**config.mk**
```make
export PLATFORM = sky130hd
export DESIGN_NAME = clock_ctrl
export DESIGN_NICKNAME = d
export VERILOG_FILES = /design/src/rtl/clock_ctrl.sv
export SDC_FILE = /design/constraint.sdc
export NUM_CORES = 1
export LEC_CHECK = 0
export CAP_MARGIN = 0
export CORE_MARGIN = 2
export CORE_UTILIZATION = 50
export DETAILED_ROUTE_END_ITERATION = 8
export PLACE_DENSITY = 0.7
export SKIP_CTS_REPAIR_TIMING = 1
export SYNTH_ARGS = -nofsm -noshare
export SYNTH_HDL_FRONTEND = slang
export SYNTH_SLANG_ARGS = --single-unit
export TNS_END_PERCENT = 100
```
**constraint.sdc**
```tcl
create_clock -name clki -period 4.3 [get_ports clki]
set_clock_uncertainty 0.15 [all_clocks]
set_input_delay 0.86 -clock clki [delete_from_list [all_inputs] [get_ports clki]]
set_output_delay 0.86 -clock clki [all_outputs]
set_load 0.05 [all_outputs]
```
**src/rtl/clock_ctrl.sv**
```systemverilog
// Digital clock timekeeping controller: 1 Hz prescaler, hh:mm:ss chain and set-mode FSM.
// Optional alarm (al_hour/al_min registers, AL_HOUR/AL_MIN states) is enabled by defining ALARM_EN.
module clock_ctrl #(
  parameter int unsigned TICK_DIV = 50000000,
  parameter int unsigned PRE_W    = 26
) (
  input  logic       clki,
  input  logic       rst,
  input  logic       btn_mode,
  input  logic       btn_inc,
  output logic       tick_1hz,
  output logic [5:0] sec,
  output logic [5:0] min,
  output logic [4:0] hour,
  output logic [1:0] mode,
  output logic       blink,
  output logic       alarm
);

  typedef enum logic [2:0] {
    S_RUN      = 3'd0,
    S_SET_HOUR = 3'd1,
    S_SET_MIN  = 3'd2,
    S_AL_HOUR  = 3'd3,
    S_AL_MIN   = 3'd4
  } state_t;

  localparam logic [PRE_W-1:0] PRE_LAST = PRE_W'(TICK_DIV - 1);

  state_t           state_q, state_d;
  logic [PRE_W-1:0] pre_q, pre_d;
  logic             tick_q, tick_d;
  logic [5:0]       sec_q, sec_d;
  logic [5:0]       min_q, min_d;
  logic [4:0]       hour_q, hour_d;
  logic             blink_q, blink_d;

  // Next values of the time chain if a RUN tick is applied this cycle.
  logic [5:0]       sec_inc, min_inc;
  logic [4:0]       hour_inc;
  logic             sec_wrap, min_wrap;
  logic             exit_set;

`ifdef ALARM_EN
  localparam int unsigned AL_LEN = TICK_DIV * 60;
  localparam int unsigned AL_W   = $clog2(AL_LEN);

  logic [4:0]      al_hour_q, al_hour_d;
  logic [5:0]      al_min_q, al_min_d;
  logic            alarm_q, alarm_d;
  logic [AL_W-1:0] al_cnt_q, al_cnt_d;
`endif

  always_comb begin
    sec_wrap = (sec_q == 6'd59);
    min_wrap = (min_q == 6'd59);
    sec_inc  = sec_wrap ? '0 : sec_q + 6'd1;
    min_inc  = min_q;
    hour_inc = hour_q;
    if (sec_wrap) begin
      min_inc = min_wrap ? '0 : min_q + 6'd1;
      if (min_wrap) begin
        hour_inc = (hour_q == 5'd23) ? '0 : hour_q + 5'd1;
      end
    end
  end

  always_comb begin
    state_d  = state_q;
    pre_d    = (pre_q == PRE_LAST) ? '0 : pre_q + PRE_W'(1);
    tick_d   = (pre_q == PRE_LAST);
    sec_d    = sec_q;
    min_d    = min_q;
    hour_d   = hour_q;
    blink_d  = blink_q;
    exit_set = 1'b0;
`ifdef ALARM_EN
    al_hour_d = al_hour_q;
    al_min_d  = al_min_q;
    alarm_d   = alarm_q;
    al_cnt_d  = al_cnt_q;
`endif

    // A tick in RUN is applied even when btn_mode freezes the counters on the same edge.
    if (state_q == S_RUN && tick_q) begin
      sec_d  = sec_inc;
      min_d  = min_inc;
      hour_d = hour_inc;
    end

    if (btn_mode) begin
      blink_d = 1'b0;
      case (state_q)
        S_RUN:      state_d = S_SET_HOUR;
        S_SET_HOUR: state_d = S_SET_MIN;
`ifdef ALARM_EN
        S_SET_MIN:  state_d = S_AL_HOUR;
        S_AL_HOUR:  state_d = S_AL_MIN;
        S_AL_MIN: begin
          state_d  = S_RUN;
          exit_set = 1'b1;
        end
`else
        S_SET_MIN: begin
          state_d  = S_RUN;
          exit_set = 1'b1;
        end
`endif
        default:    state_d = S_RUN;
      endcase
    end else begin
      if (btn_inc) begin
        case (state_q)
          S_SET_HOUR: hour_d = (hour_q == 5'd23) ? '0 : hour_q + 5'd1;
          S_SET_MIN:  min_d  = (min_q == 6'd59) ? '0 : min_q + 6'd1;
`ifdef ALARM_EN
          S_AL_HOUR:  al_hour_d = (al_hour_q == 5'd23) ? '0 : al_hour_q + 5'd1;
          S_AL_MIN:   al_min_d  = (al_min_q == 6'd59) ? '0 : al_min_q + 6'd1;
`endif
          default:    ;
        endcase
      end
      if (state_q == S_RUN) begin
        blink_d = 1'b0;
      end else if (tick_q) begin
        blink_d = ~blink_q;
      end
    end

    // Restart the second on leaving set mode so the first second is a full period.
    if (exit_set) begin
      sec_d  = '0;
      pre_d  = '0;
      tick_d = 1'b0;
    end

`ifdef ALARM_EN
    if (state_q == S_RUN && btn_inc && !btn_mode) begin
      alarm_d  = 1'b0;
      al_cnt_d = '0;
    end else if (state_q == S_RUN && tick_q && sec_wrap &&
                 hour_inc == al_hour_q && min_inc == al_min_q) begin
      alarm_d  = 1'b1;
      al_cnt_d = AL_W'(AL_LEN - 1);
    end else if (alarm_q) begin
      if (al_cnt_q == '0) begin
        alarm_d = 1'b0;
      end else begin
        al_cnt_d = al_cnt_q - AL_W'(1);
      end
    end
`endif
  end

  always_ff @(posedge clki or posedge rst) begin
    if (rst) begin
      state_q <= S_RUN;
      pre_q   <= '0;
      tick_q  <= 1'b0;
      sec_q   <= '0;
      min_q   <= '0;
      hour_q  <= '0;
      blink_q <= 1'b0;
    end else begin
      state_q <= state_d;
      pre_q   <= pre_d;
      tick_q  <= tick_d;
      sec_q   <= sec_d;
      min_q   <= min_d;
      hour_q  <= hour_d;
      blink_q <= blink_d;
    end
  end

`ifdef ALARM_EN
  always_ff @(posedge clki or posedge rst) begin
    if (rst) begin
      al_hour_q <= '0;
      al_min_q  <= '0;
      alarm_q   <= 1'b0;
      al_cnt_q  <= '0;
    end else begin
      al_hour_q <= al_hour_d;
      al_min_q  <= al_min_d;
      alarm_q   <= alarm_d;
      al_cnt_q  <= al_cnt_d;
    end
  end
`endif

  always_comb begin
    case (state_q)
      S_RUN:      mode = 2'd0;
      S_SET_HOUR: mode = 2'd1;
      S_SET_MIN:  mode = 2'd2;
      S_AL_HOUR:  mode = 2'd3;
      S_AL_MIN:   mode = 2'd3;
      default:    mode = 2'd0;
    endcase
  end

  assign tick_1hz = tick_q;
  assign sec      = sec_q;
  assign min      = min_q;
  assign hour     = hour_q;

`ifdef ALARM_EN
  // AL_MIN shares mode code 3 with AL_HOUR and is told apart by inverted blink phase.
  assign blink = blink_q ^ (state_q == S_AL_MIN);
  assign alarm = alarm_q;
`else
  assign blink = blink_q;
  assign alarm = 1'b0;
`endif

endmodule

```
[Yosys cells after proc, flatten, opt, wreduce, memory -nomap -nowiden]
Cells that the tools add are included.
Cells by class
  $add $sub $neg: 4
  equal/unequal tests: 8
  muxes and demuxes: 26
  bitwise logic cells: 1
  reductions and logical operators: 5
Operators by type and width (count)
  $mux 6: 9
  $mux 26: 2
  $mux 5: 7
  $add 26x1->26 const B: 1
  $eq 26x26->1 const B: 1
  $add 6x1->6 const B: 2
  $eq 6x6->1 const B: 2
  $eq 3x2->1 const B: 2
  $mux 1: 6
  $pmux 2 s3: 1
  $add 5x1->5 const B: 1
  $eq 5x5->1 const B: 1
  $pmux 2 s2: 1
  $eq 3x1->1 const B: 1
  $eq 3x3->1 const B: 1
  $logic_not 3->1: 1
  $reduce_bool 3->1: 1
  $reduce_bool 2->1: 1
  $reduce_or 2->1: 1
  $logic_and 1x1->1: 1
  $not 1->1: 1
Storage, ports and cells
  bits in registers: 48
  bits of input ports: 4
  output and inout port bits: 22
  word-level logic and storage cells: 51

[Logic depth before layout (Yosys ltp)]
Gate-level depths: netlist of run 1.
  word-level depth: 8
  mapped depth: 6
  mapped depth without buffers: 5

[Least setup slack after synthesis of run 1]
No wires, ideal clock.
  path type: reg-to-reg
  from: register min_q[0], in the netlist min[0]
  to: register hour_q[4], in the netlist hour[4]
  setup time: 0.125 ns
  arrival time: 1.931 ns
  required time: 4.025 ns
  path slack: 2.094 ns
  cell stages (with the launch flop): 6
  buffers on the path: 0
  period minus slack after synthesis: 2.206 ns
  cells stage by stage: dfrtp_1 ha_1 nand4_1 nand4bb_1 a211oi_1 mux2_2
Between the ends
  word-level cells in the longest chain between the ends: 7
Ends and longest elaborated chain
  from (decl): line 34  | logic [5:0] min_q, min_d;
  from (signal assigned): line 169  | min_q <= min_d;
  $eq 6x6->1 (*): line 56  | min_wrap = (min_q == 6'd59);
  $mux 5 (*): line 62  | if (min_wrap) begin
  $mux 5 (*): line 60  | if (sec_wrap) begin
  $mux 5 (*): line 85  | if (state_q == S_RUN && tick_q) begin
  $mux 5: line 113  | case (state_q)
  $mux 5: line 112  | if (btn_inc) begin
  $mux 5 (*): line 91  | if (btn_mode) begin
  net hour_d[4]: line 35  | logic [4:0] hour_q, hour_d;
  to (signal assigned): line 170  | hour_q <= hour_d;
  to (decl): line 35
The timed path passes the listed nets; every way through them passes the cells marked *.
A chain may end at the register's enable or synchronous reset.

[Final worst setup path of run 1]
  from: register state_q[1]
  to: output mode[1]
Between the ends
  word-level cells in the longest chain between the ends: 3
  elaborated cells between the ends (all ways): 6
  those cells by class: 4 x eq/ne; 1 x mux; 1 x reduce/logical
Ends and longest elaborated chain
  from (decl): line 30  | state_t state_q, state_d;
  from (signal assigned): line 165  | state_q <= state_d;
  $eq 3x3->1 / $eq 3x2->1 (equally long branches): line 192  | case (state_q)
  $reduce_or 2->1 (no source line)
  $pmux 2 s3 (*): line 192
  to (decl): line 15  | output logic [1:0] mode,
Mark *: on every way between the ends. The rest lies on a longest branch, timed or not.

==> PnR_summary.wiki, run 1 <==
{| class="wikitable"
! Metric !! Value
|-
| Global-route wire length before repair || 8.21 mm
|-
| Total number of clock tree sinks || 47
|-
| Aggregate global-route resource usage || 18.8%
|-
| Status || finished, final reports clean
|-
| Clock tree from TritonCTS || done
|-
| CTS HTree Levels || 2
|-
| Power density cells || 480 nW/um^2
|-
| Number of hold-slack violations in the final timing report || 0
|-
| Total via count in the routed design || 1997
|-
| Combinational cell fraction of total power || 36.0%
|-
| Antenna violations before repair || 0
|-
| Placeable core area || 5010 sq um
|-
| Total of buffers placed on input and output ports || 24
|-
| Type of the worst setup path || flop to output pin
|-
| Buffer levels on the longest clock path || 2
|-
| Peak supply drop || 0.279 mV
|-
| Number of max-slew violations in the final report || 0
|-
| Placement Rows || 26
|-
| DRC || 0
|-
| Most frequent cells in the layout || dfrtp_1, nor2_1, clkdlybuf4s50_1, nand2_1, nand3_1
|-
| Part of the total power dissipated in sequential elements || 44.9%
|-
| Clock Pin Slew Worst Setup and Hold Paths || 0.09 ns
|-
| Kind of cell adding the most delay to the critical path || buffers and inverters
|-
| Area delta synth->final || 13.2%
|-
| Post-detail-place hpwl || 3.46 mm
|-
| Net switching power || 578 uW
|-
| Clock root buffer || clkbuf_8
|-
| Final total negative setup slack || 0 ns
|-
| Overall die height || 75.6 um
|-
| Number of enable flip-flop cells after synthesis || 0
|-
| Number of search-and-repair iterations in the first detailed-routing pass || 4
|-
| Vias in the first global route || 1797
|-
| Slowest cell delay on critical path || 0.88 ns
|-
| Internal portion of total power || 815 uW
|-
| Unrepaired setup endpoints after global routing || no
|-
| Gpl congestion || 0.772
|-
| Leakage power || 0.00119 uW
|-
| Kind of launch point of the worst setup path || flop
|-
| Per-cell via count in the routed design || 5.71
|-
| Overall die area || 5710 sq um
|-
| Critical-path cell with the highest stage delay || clkdlybuf4s50_1
|-
| Fmax || 364 MHz
|-
| Average instance area after synthesis || 9.74 sq um
|-
| Final-report setup violation count || 0
|-
| Number of nets in the final layout || 287
|-
| Arrival time at the worst endpoint || 1.74 ns
|-
| Initial standard-cell utilization of the core || 51.1%
|-
| Min Clock Period, post-route || 2.75 ns
|-
| Fraction of synthesis flops using an asynchronous set or reset pin || 100%
|-
| End-of-flow core utilization || 57.9%
|-
| Fraction of final layout cells sized beyond drive strength 1 || 9.29%
|-
| Synthesis Warnings || 0
|-
| Total gr overflow || 0
|-
| Post-synthesis cell area || 2560 sq um
|-
| Total Wirelength || 4.81 mm
|-
| Syn nets || 271
|-
| Number of distinct library cell variants in the gate-level netlist after synthesis || 52
|-
| Max-cap viol count || 0
|-
| Total CTS buffers || 5
|-
| Maximum number of pins on one net before global-route repair || 48
|-
| WL/cell || 13.7 um
|-
| Fraction of power spent switching nets || 41.5%
|-
| Hold Path Class || flop to flop
|-
| Antenna viol nets, final || 0
|-
| Die span in x || 75.6 um
|-
| Seq cells post-synth || 47
|-
| Fill cell instance count of the final layout || 470
|-
| Sequential fraction of the synthesis area || 45.9%
|-
| Slew headroom || 34.9%
|-
| Period utilization || 63.9%
|-
| Crit path max fanout || 11
|-
| Cell Chain, Critical Path || clkdlybuf4s50_1
|-
| Ant diodes || 0
|-
| Worst setup EP type || output pin
|-
| CP Data Required Time || 3.29 ns
|-
| Synth Flop Type || dfrtp_1
|-
| Count of routing violations after the opening detailed-route iteration || 80
|-
| Most common cell after layout, fill and taps aside || dfrtp_1
|-
| Number of top-level pins || 26
|-
| Clock share of power || 19.0%
|-
| Worst Tran Pin Value || 0.976 ns
|-
| Worst Path Buf+Inv || 1
|-
| Number of cells produced by synthesis || 263
|-
| Clock latency at the later pin of the worst-skew pair || 0.30 ns
|}
state kept, by name, indices dropped and copies added, names as in the netlist:
register / flops
min: 6
state_q: 2
hour: 5
blink: 1
tick_1hz: 1
sec: 6
pre_q: 26
path summary, 6_finish.rpt:
check                           slack [ns]        end       start  depth (start not counted)
worst max-delay path                  1.55    mode[1]  state_q[1]                          1
worst min register to register        0.34   pre_q[0]    pre_q[0]                          1
min in group asynchronous             0.94  pre_q[23]         rst                          2
worst min-delay path                  0.34   pre_q[0]    pre_q[0]                          1
max in group asynchronous             2.46   pre_q[4]         rst                          2
worst max register to register        1.93  pre_q[13]    pre_q[0]                          5
logic make-up (layout without fill, tap and decap cells):
logic type / count (synthesis) / in the layout / synth area share [%]
AND/OR/NAND/NOR: 120 / 120 / 27.6
AO/OA/AOI/OAI: 47 / 47 / 12.1
flip-flops: 47 / 47 / 45.9
buffers and inverters: 22 / 39 / 4.10
XOR/XNOR: 15 / 15 / 5.13
multiplexers: 7 / 7 / 3.08
adder cells (fa/ha/maj): 4 / 4 / 1.95
other: 1 / 1 / 0.146
power groups by stage:
| stage | clock network [uW] | registers, uW | logic [uW] |
|---|---|---|---|
| 6_report | 265 | 626 | 502 |
| 5_1_grt | 290 | 641 | 545 |
| 4_1_cts | 273 | 627 | 509 |
| 3_5_place_dp | 0 | 635 | 508 |
| 3_3_place_gp | 0 | 633 | 502 |
| 2_1_floorplan | 0 | 748 | 245 |
through the flow:
| step | std cells | setup WS (ns) | area (sq um) | hold slack (ns) | power, uW |
|---|---|---|---|---|---|
| final | 350 | 1.55 | 2900 | 0.336 | 1390 |
| after global routing | 350 | 1.48 | 2900 | 0.358 | 1480 |
| after CTS | 350 | 1.54 | 2900 | 0.343 | 1410 |
| after detailed placement | 342 | 1.71 | 2810 | 0.331 | 1140 |
| after global placement | 342 | 1.72 | 2810 | 0.317 | 1140 |
| after floorplan | 263 | 2.09 | 2560 | 0.298 | 993 |
cells in the mapped netlist, types with 2 or more instances:
cell      count  area (sq um)
or3_1         6          37.5
and2_1        2          12.5
ha_1          4          50.1
a22o_1        2          17.5
a32o_1        2          20.0
or4_4         2          22.5
o31ai_1       5          37.5
nand4_1      11          68.8
nand3_1      18          90.1
clkbuf_1      6          22.5
buf_2         5          25.0
and4_1        5          43.8
a31oi_1       3          18.8
dfrtp_1      47          1180
and3_1        6          37.5
or4_1         4          30.0
a211oi_1      2          15.0
inv_1         7          26.3
a21oi_1      14          70.1
nor2_1       25          93.8
and4b_1       2          20.0
mux2_2        7          78.8
nand2_1      19          71.3
o21ai_0      12          60.1
xor2_1        9          78.8
and3b_1       2          17.5
xnor2_1       6          52.6
nand3b_1      2          15.0
nor3_1        5          25.0
cell type report:
class	count	area (sq um)	area share, %
clock buffer	5	68.8	2.37
timing repair buffer	24	240	8.28
clock inverter	3	20.0	0.690
sequential	47	1180	40.6
inverter	7	26.3	0.906
multi-input combinational	194	1280	44.2
tap	70	87.6	3.02
routing by layer:
layer  global-route usage (%)  part of all wire [%]  vias to the layer above
li1                         -                     -                      996
met1                     26.5                    49                      968
met2                     29.8                    47                       27
met3                     3.97                   3.0                        6
met4                     5.07                   1.2                        0
met5                        0                     0                        -
(Power assumes the default switching activity.)
==> run 2: changes to the inputs <==
clock period = 2.75 ns   (was 4.3 ns; I/O delays follow)
==> run 2 against run 1 <==
  * Critical path depth unchanged
  * Register-to-register slack worse by 1.5 ns
  * Highest routed layer unchanged
  * Clock power up 52%
  * Critical endpoint unchanged
  * Count of clock-buffer cells in the layout up 2
==> PnR_summary.wiki, run 2 (synthesis gave the netlist of run 1 again) <==
{| class="wikitable"
! Metric !! Value
|-
| Vias in the first global route || 1754 (-2.4%)
|-
| End point of the critical path || mode[1]
|-
| Critical-path cell with the highest stage delay || clkdlybuf4s50_1
|-
| Clock latency at the later pin of the worst-skew pair || 0.30 ns (about the same)
|-
| Most frequent cells in the layout || dfrtp_1, nor2_1, clkdlybuf4s50_1, nand2_1, nand3_1
|-
| Worst r2r path cells || 4 (-1)
|-
| Crit path depth || 1 (unchanged)
|-
| Area delta synth->final || 14.4%
|-
| Slowest cell delay on critical path || 0.87 ns (about the same)
|-
| Peak supply drop || 0.488 mV (+75%)
|-
| Slew headroom || 33.6% (-1.3 points)
|-
| Unrepaired setup endpoints after global routing || no
|-
| Antenna viol nets, final || 0 (unchanged)
|-
| Arrival time at the worst endpoint || 1.74 ns (about the same)
|-
| Hold Path Class || flop to flop
|-
| Overall Power || 2180 uW (+56%)
|-
| Number of nets in the final layout || 292 (+1.7%)
|-
| Type of the worst setup path || flop to output pin
|-
| Worst setup EP type || output pin
|-
| Fraction of final layout cells sized beyond drive strength 1 || 10.2% (+0.89 points)
|-
| Combinational cell fraction of total power || 36.6% (+0.6 points)
|-
| Placement Rows || 26 (unchanged)
|-
| Total CTS buffers || 5 (unchanged)
|-
| CP Data Required Time || 2.05 ns (-1.24 ns)
|-
| Buffer levels on the longest clock path || 2 (unchanged)
|-
| Die span in x || 75.6 um (unchanged)
|-
| Overall die height || 75.6 um (unchanged)
|-
| Kind of launch point of the worst setup path || flop
|-
| Number of flip-flops under the largest register name || 26 (unchanged)
|-
| Fmax || 411 MHz
|-
| Clock Pin Slew Worst Setup and Hold Paths || 0.08 ns (about the same)
|-
| Power density cells || 744 nW/um^2 (+55%)
|-
| Min Clock Period, post-route || 2.44 ns
|-
| Top reg by flops || pre_q
|-
| Per-cell via count in the routed design || 5.76 (+1.0%)
|-
| CTS HTree Levels || 2 (unchanged)
|-
| End-of-flow core utilization || 58.5% (+0.60 points)
|-
| Period utilization || 88.6%
|-
| Clock tree from TritonCTS || done
|-
| Ant diodes || 0 (unchanged)
|-
| Clock root buffer || clkbuf_8
|-
| Final Hold Slack || 0.334 ns (-0.00185 ns)
|-
| Number of top-level pins || 26 (unchanged)
|-
| Final total negative setup slack || 0 ns (unchanged)
|-
| Post-detail-place hpwl || 3.68 mm (+6.3%)
|-
| Total number of clock tree sinks || 47 (unchanged)
|-
| Gpl congestion || 0.835 (+8.3%)
|-
| Cell Chain, Critical Path || clkdlybuf4s50_1
|-
| Initial standard-cell utilization of the core || 51.1% (unchanged)
|-
| Number of max-slew violations in the final report || 0 (unchanged)
|-
| Leakage power || 0.00121 uW (+2.4%)
|-
| Net switching power || 898 uW (+55%)
|-
| Total via count in the routed design || 2046 (+2.5%)
|-
| Part of the total power dissipated in sequential elements || 44.9% (about the same)
|-
| Aggregate global-route resource usage || 19.2% (+0.43 points)
|-
| Overall die area || 5710 sq um (unchanged)
|-
| Worst Path Buf+Inv || 1 (unchanged)
|-
| R2r startpoint || pre_q[7]
|-
| Placeable core area || 5010 sq um (unchanged)
|-
| Total of buffers placed on input and output ports || 24 (unchanged)
|-
| Total Wirelength || 5.15 mm (+7.2%)
|-
| Antenna violations before repair || 0 (unchanged)
|-
| Status || finished, final reports clean
|-
| FF-to-FF setup slack || 0.38 ns (-1.55 ns)
|-
| Max-cap viol count || 0 (unchanged)
|-
| Worst Tran Pin Value || 0.995 ns (+0.0190 ns)
|-
| Fraction of power spent switching nets || 41.2% (-0.29 points)
|-
| Number of hold-slack violations in the final timing report || 0 (unchanged)
|-
| Timing startpoint of the critical path || state_q[1]
|-
| Clock share of power || 18.5% (-0.5 points)
|-
| Crit path max fanout || 11 (unchanged)
|-
| Number of search-and-repair iterations in the first detailed-routing pass || 4 (unchanged)
|-
| Maximum number of pins on one net before global-route repair || 29 (-40%)
|-
| Kind of cell adding the most delay to the critical path || buffers and inverters
|-
| Total gr overflow || 0 (unchanged)
|-
| WL/cell || 14.5 um (+5.6%)
|-
| Global-route wire length before repair || 8.22 mm (+0.16%)
|-
| Internal portion of total power || 1280 uW (+57%)
|-
| DRC || 0 (unchanged)
|-
| Final-report setup violation count || 0 (unchanged)
|-
| Setup slack after placement || 0.406 ns (-1.30 ns)
|-
| Capture point of the worst reg-to-reg path || pre_q[11]
|-
| Fin worst setup slack || 0.314 ns (-1.24 ns)
|-
| Most common cell after layout, fill and taps aside || dfrtp_1
|-
| Count of routing violations after the opening detailed-route iteration || 128 (+60%)
|}
## run 2: changes by cell type in the layout (fill, tap and decap cells not counted), sizes merged
cell,previous run,this run
clkbuf,5,7
buf,0,5
clkinvlp,2,0
## run 2: area by class of cell
class                           count  area [sq um]
Fill cell                         449          2080
Multi-Input combinational cell    194          1280
Sequential cell                    47          1180
Timing Repair Buffer               29           278
Tap cell                           70          87.6
Clock buffer                        7          76.3
Inverter                            7          26.3
Clock inverter                      1          5.00
## run 2: routing by layer
| layer | GRT usage (%) | vias to the layer above | wire [um] |
|---|---|---|---|
| met5 | 0 | - | 0 |
| met4 | 6.63 | 0 | 71 |
| met3 | 4.76 | 8 | 155 |
| met2 | 29.2 | 36 | 2480 |
| met1 | 27.0 | 1002 | 2450 |
| li1 | - | 1000 | - |
## run 2: metrics by stage
| step | instance area, sq um | cells |
|---|---|---|
| after CTS | 2930 | 355 |
| after detailed placement | 2850 | 347 |
| after global routing | 2930 | 355 |
| final | 2930 | 355 |
| after global placement | 2850 | 347 |
| after floorplan | 2560 | 263 |
## run 2: worst min path at each step
stage	slack, ns	endpoint	start	cells past startpoint
global route	0.38	pre_q[0]	pre_q[0]	1
global placement	0.31	pre_q[0]	pre_q[0]	1
finish	0.33	pre_q[0]	pre_q[0]	1
CTS	0.34	pre_q[0]	pre_q[0]	1
detailed placement	0.33	pre_q[0]	pre_q[0]	1
floorplan	0.30	pre_q[0]	pre_q[0]	1
## run 2: worst register-to-register path, stage by stage, from the launching register on
cell and delay, ns:
dfrtp_1 0.45, nor4b_1 0.34, nand4_1 0.22, o31ai_4 0.91, nor2_1 0.15
## run 2: power by group through the flow
stage | Sequential [uW] | Combinational, uW | Clock (uW)
after floorplan | 1170 | 383 | 0
after global placement | 987 | 792 | 0
after detailed placement | 993 | 801 | 0
after CTS | 979 | 804 | 419
after global routing | 1010 | 866 | 443
final | 979 | 797 | 403
